===== src/rtl/second_largest_arbiter.sv =====
// Round-robin arbiter sharing one largest/second-largest tracking engine among
// NUM_REQ frame producers; each granted frame yields one {largest, second} result.
module second_largest_arbiter #(
  parameter int DATA_WIDTH = 32,
  parameter int NUM_REQ    = 4,
  parameter int LEN_WIDTH  = 8,
  localparam int ID_WIDTH  = $clog2(NUM_REQ)
) (
  input  logic                            clk,
  input  logic                            reset,
  input  logic [NUM_REQ-1:0]              req_valid,
  input  logic [NUM_REQ*LEN_WIDTH-1:0]    req_len,
  output logic [NUM_REQ-1:0]              grant,
  input  logic [NUM_REQ*DATA_WIDTH-1:0]   din,
  input  logic [NUM_REQ-1:0]              din_valid,
  output logic [NUM_REQ-1:0]              din_ready,
  output logic                            res_valid,
  input  logic                            res_ready,
  output logic [ID_WIDTH-1:0]             res_id,
  output logic [DATA_WIDTH-1:0]           res_largest,
  output logic [DATA_WIDTH-1:0]           res_second
);

  typedef enum logic [1:0] {IDLE, RUN, DONE} state_t;

  localparam int unsigned NREQ = NUM_REQ;

  state_t                 state, state_n;
  logic [ID_WIDTH-1:0]    ptr;
  logic [LEN_WIDTH-1:0]   len, cnt;
  logic [DATA_WIDTH-1:0]  largest, second;

  logic                   any_req;
  logic [ID_WIDTH-1:0]    pick;
  logic [LEN_WIDTH-1:0]   pick_len;
  logic [DATA_WIDTH-1:0]  sample;
  logic                   beat;
  logic                   last_beat;

  // First requester strictly after ptr, wrapping, so the last winner ranks lowest.
  always_comb begin
    int unsigned idx;
    any_req = 1'b0;
    pick    = '0;
    idx     = 0;
    for (int unsigned k = 1; k <= NREQ; k++) begin
      idx = (32'(ptr) + k) % NREQ;
      if (!any_req && req_valid[ID_WIDTH'(idx)]) begin
        any_req = 1'b1;
        pick    = ID_WIDTH'(idx);
      end
    end
  end

  always_comb begin
    pick_len = '0;
    sample   = '0;
    for (int unsigned i = 0; i < NREQ; i++) begin
      if (pick == ID_WIDTH'(i))
        pick_len = req_len[i*LEN_WIDTH +: LEN_WIDTH];
      if (res_id == ID_WIDTH'(i))
        sample = din[i*DATA_WIDTH +: DATA_WIDTH];
    end
  end

  assign din_ready   = (state == RUN) ? grant : '0;
  assign beat        = |(din_valid & din_ready);
  assign last_beat   = beat && (cnt == LEN_WIDTH'(len - 1'b1));
  assign res_valid   = (state == DONE);
  assign res_largest = largest;
  assign res_second  = second;

  always_ff @(posedge clk or posedge reset) begin
    if (reset) state <= IDLE;
    else       state <= state_n;
  end

  always_comb begin
    state_n = state;
    unique case (state)
      IDLE: if (any_req)   state_n = (pick_len != '0) ? RUN : DONE;
      RUN:  if (last_beat) state_n = DONE;
      DONE: if (res_ready) state_n = IDLE;
      default:             state_n = IDLE;
    endcase
  end

  always_ff @(posedge clk or posedge reset) begin
    if (reset) begin
      grant   <= '0;
      ptr     <= ID_WIDTH'(NUM_REQ - 1);
      len     <= '0;
      cnt     <= '0;
      res_id  <= '0;
      largest <= '0;
      second  <= '0;
    end else begin
      unique case (state)
        IDLE: if (any_req) begin
          grant   <= {{(NUM_REQ-1){1'b0}}, 1'b1} << pick;
          len     <= pick_len;
          res_id  <= pick;
          cnt     <= '0;
          largest <= '0;
          second  <= '0;
          ptr     <= pick;
        end
        RUN: if (beat) begin
          if (sample > largest) begin
            second  <= largest;
            largest <= sample;
          end else if (sample > second) begin
            second <= sample;
          end
          cnt <= cnt + 1'b1;
        end
        DONE: if (res_ready) grant <= '0;
        default: ;
      endcase
    end
  end

endmodule

===== config.mk =====
export PLATFORM = sky130hd
export DESIGN_NAME = second_largest_arbiter
export DESIGN_NICKNAME = d
export VERILOG_FILES = /design/src/rtl/second_largest_arbiter.sv
export SDC_FILE = /design/constraint.sdc
export NUM_CORES = 1
export LEC_CHECK = 0
export CAP_MARGIN = 10
export CORE_MARGIN = 3
export CORE_UTILIZATION = 47
export DETAILED_ROUTE_END_ITERATION = 8
export GPL_ROUTABILITY_DRIVEN = 0
export PLACE_DENSITY = 0.92
export SYNTH_ARGS = -nofsm -noshare
export SYNTH_HDL_FRONTEND = slang
export SYNTH_SLANG_ARGS = --single-unit

===== constraint.sdc =====
create_clock -name clk -period 4.98 [get_ports clk]
set_clock_uncertainty 0.05 [all_clocks]
set_input_delay 1.245 -clock clk [delete_from_list [all_inputs] [get_ports clk]]
set_output_delay 1.245 -clock clk [all_outputs]
set_load 0.01 [all_outputs]

==> metrics.yaml <==
run_status: "completed"
crit_path_to: "res_second[16]"
rsz0062_at_grt: "no"
path_class: "primary input to flip-flop"
critPathArrivalTime_ns: 4.45
count_of_cell_types_in_the_netlist: 52
synth_seq_area_share_pct: 31.77
ff2ff_setup_slack_ns: 0.88
ys_warns: 0
ir_drop_worst_vdd_mv: 0.3415
cellLeakagePower_nw: 4.775
final_cell_mix: "245 x clkdlybuf4s50_1, 112 x mux2i_1, 100 x nand2_1"
grt_max_degree: 81
antenna_violating_nets_remaining: 0
drive_above_1_share_pct: 8.103
max_slew_headroom_pct: 41.77
period_minus_slack_ns: 4.276
asyncSetResetFlopFracSynth_pct: 100.0
overflow: 0
worst_hold_path.num_cells: 2
fillCellCount: 1068
first_global_vias: 6893
ctsHoldBuffers: 0
clock-sinks: 90
post_synth_inst_count: 731
clkLatencyLatePin_ns: 0.35
wirelength_um: 21410
drc: 0
die_y_um: 128.9
netlist.area_leader.share_pct: 31.03
clk_pin_slew_ns: 0.06
post-route-period-util_pct: 85.86
setup_viol_count_final: 0
synthToLayoutAreaGrowth_pct: 42.00
dr.pass1.iters: 5
totalNegativeSetupSlack_ns: 0
synth_area_leader_cell: "dfrtp_1"
leading_cell_type_in_the_layout_fill_and_taps_excluded: "clkdlybuf4s50_1"
die-area_mm2: 0.01661
nNetsFinal: 1207
synthesis.area_per_instance_um2: 9.708
synth_edf_count: 0
clock_path_buffers: 2
routedWlPerCell_um: 18.47
cts_root_buf: "clkbuf_16"
startpoint_type: "primary input"
launch_point_of_the_worst_path: "din[99]"
place_area_mm2: 0.009782
num_rows: 44
max_freq_ghz: 0.2339
dr.first_iter.drc_count: 365
highest_net_fanout_along_the_worst_path: 9
hold_class: "flip-flop to flip-flop"
synth_seq_cells: 90
post_cts.repair.setup_buffers: 0
detailedPlace.worstSlack_ns: 0.3977
hpwl_um: 16820
global_route_wire_length_before_repair_um: 34050
port_buf_inserts: 245
postLayoutSetupSlackWorst_ns: 0.7041
report.final.slew_viol_count: 0
data_required_time_at_the_worst_endpoint_ns: 5.15
routed_via_density: 5.576
grt_use_total_pct: 25.72
top_level_ports: 246
p_per_area_mw_per_mm2: 682.1
critPathCaptureType: "flip-flop"
initial_core_util_pct: 48.46
r2r_cells: 12
routed-via-count: 6463
worst_r2r_endpoint: "res_second[16]"
post_cts.resized_instances: 0
postSynthNetCount: 968
final-hold-violation-count: 0
core_area_mm2: 0.01464
antenna_found_initial: 0
tritoncts: "done"
numCtsBuffers: 9
ys.flop_type: "dfrtp_1"
worst-slew-pin-transition_ns: 0.8735
ctsHtreeMaxLevel: 3
antenna_cells_inserted: 0
worst_r2r_startpoint: "res_id[0]"
synthesis.area_mm2: 0.007097
synth_area_leaders: "dfrtp_1 31%, mux2i_1 16%, ha_1 12%, mux4_2 10%, inv_1 5.3%"
die_width_um: 128.9
cap_viol_max_count: 0
post-route-cell-area_mm2: 0.01008
metal layers:
layer	track usage [%]	share of wire, %	vias up
li1	-	-	3035
met1	29.15	38	3106
met2	47.13	51	277
met3	6.310	8.8	45
met4	8.586	2.5	0
met5	0	0	-
synthesized netlist by cell type, types with 8 or more instances:
| cell type | number |
|---|---|
| mux2i_1 | 112 |
| o21ai_0 | 15 |
| o21ai_1 | 8 |
| mux4_2 | 32 |
| a21oi_1 | 25 |
| clkbuf_1 | 19 |
| buf_2 | 8 |
| xor2_1 | 11 |
| nor2_1 | 30 |
| dfrtp_1 | 88 |
| inv_1 | 100 |
| nand4_1 | 14 |
| ha_1 | 66 |
| nand3_1 | 12 |
| nand2_1 | 100 |
cell families (layout without fill, tap and decap cells):
| group | after synthesis | count (layout) | share of synthesized area [%] |
|---|---|---|---|
| compound gates | 86 | 86 | 7.758 |
| fa+ha+maj | 66 | 66 | 11.64 |
| simple gates | 185 | 185 | 11.46 |
| xor+xnor | 16 | 16 | 1.975 |
| mux | 153 | 153 | 27.38 |
| flops | 90 | 90 | 31.77 |
| buf+inv | 135 | 379 | 8.022 |
worst min path at each step:
stage	from	endpoint	slack, ns
after floorplan	ptr[1]	ptr[1]	0.41
after global placement	ptr[1]	ptr[1]	0.42
after detailed placement	ptr[1]	ptr[1]	0.43
after CTS	ptr[1]	ptr[1]	0.44
after global routing	ptr[1]	ptr[1]	0.47
final	ptr[1]	ptr[1]	0.44
state kept, by name (all words and copies together) (netlist names):
register     count
ptr              2
len              8
cnt              8
state            2
res_largest     32
res_second      32
grant            4
res_id           2
final cells by class:
cell class,count,area [µm²],area share (%)
clock buffers,10,229.0,2.272
clock inverters,6,66.31,0.6581
inverters,101,380.4,3.775
multi-input cells,506,4284,42.51
flip-flops and latches,90,2257,22.40
well taps,184,230.2,2.285
repair buffers,262,2630,26.10
report_power, final:
group,switching (mW),internal [mW]
clock,0.297,0.390
sequential,0.446,1.08
combinational,2.32,2.34
total,3.06,3.81
through the flow:
| stage | hold WS (ns) | total power [mW] | instances | utilization, % |
|---|---|---|---|---|
| 3_5_place_dp | 0.4333 | 6.125 | 1143 | 66.80 |
| 6_report | 0.4417 | 6.874 | 1159 | 68.81 |
| 3_3_place_gp | 0.4232 | 5.911 | 1143 | 66.80 |
| 5_1_grt | 0.4730 | 7.421 | 1159 | 68.81 |
| 2_1_floorplan | 0.4106 | 4.506 | 731 | - |
| 4_1_cts | 0.4429 | 6.882 | 1159 | 68.81 |
critical path, stage by stage:
cell,delay (ns)
clkdlybuf4s50_1,0.40
mux4_2,0.53
ha_1,0.33
a211o_1,0.26
a21oi_1,0.14
o21ai_1,0.09
a221o_1,0.31
a221o_1,0.37
nand2_2,0.16
buf_4,0.24
mux2i_1,0.26
mux2i_1,0.11
(Power assumes the default switching activity.)
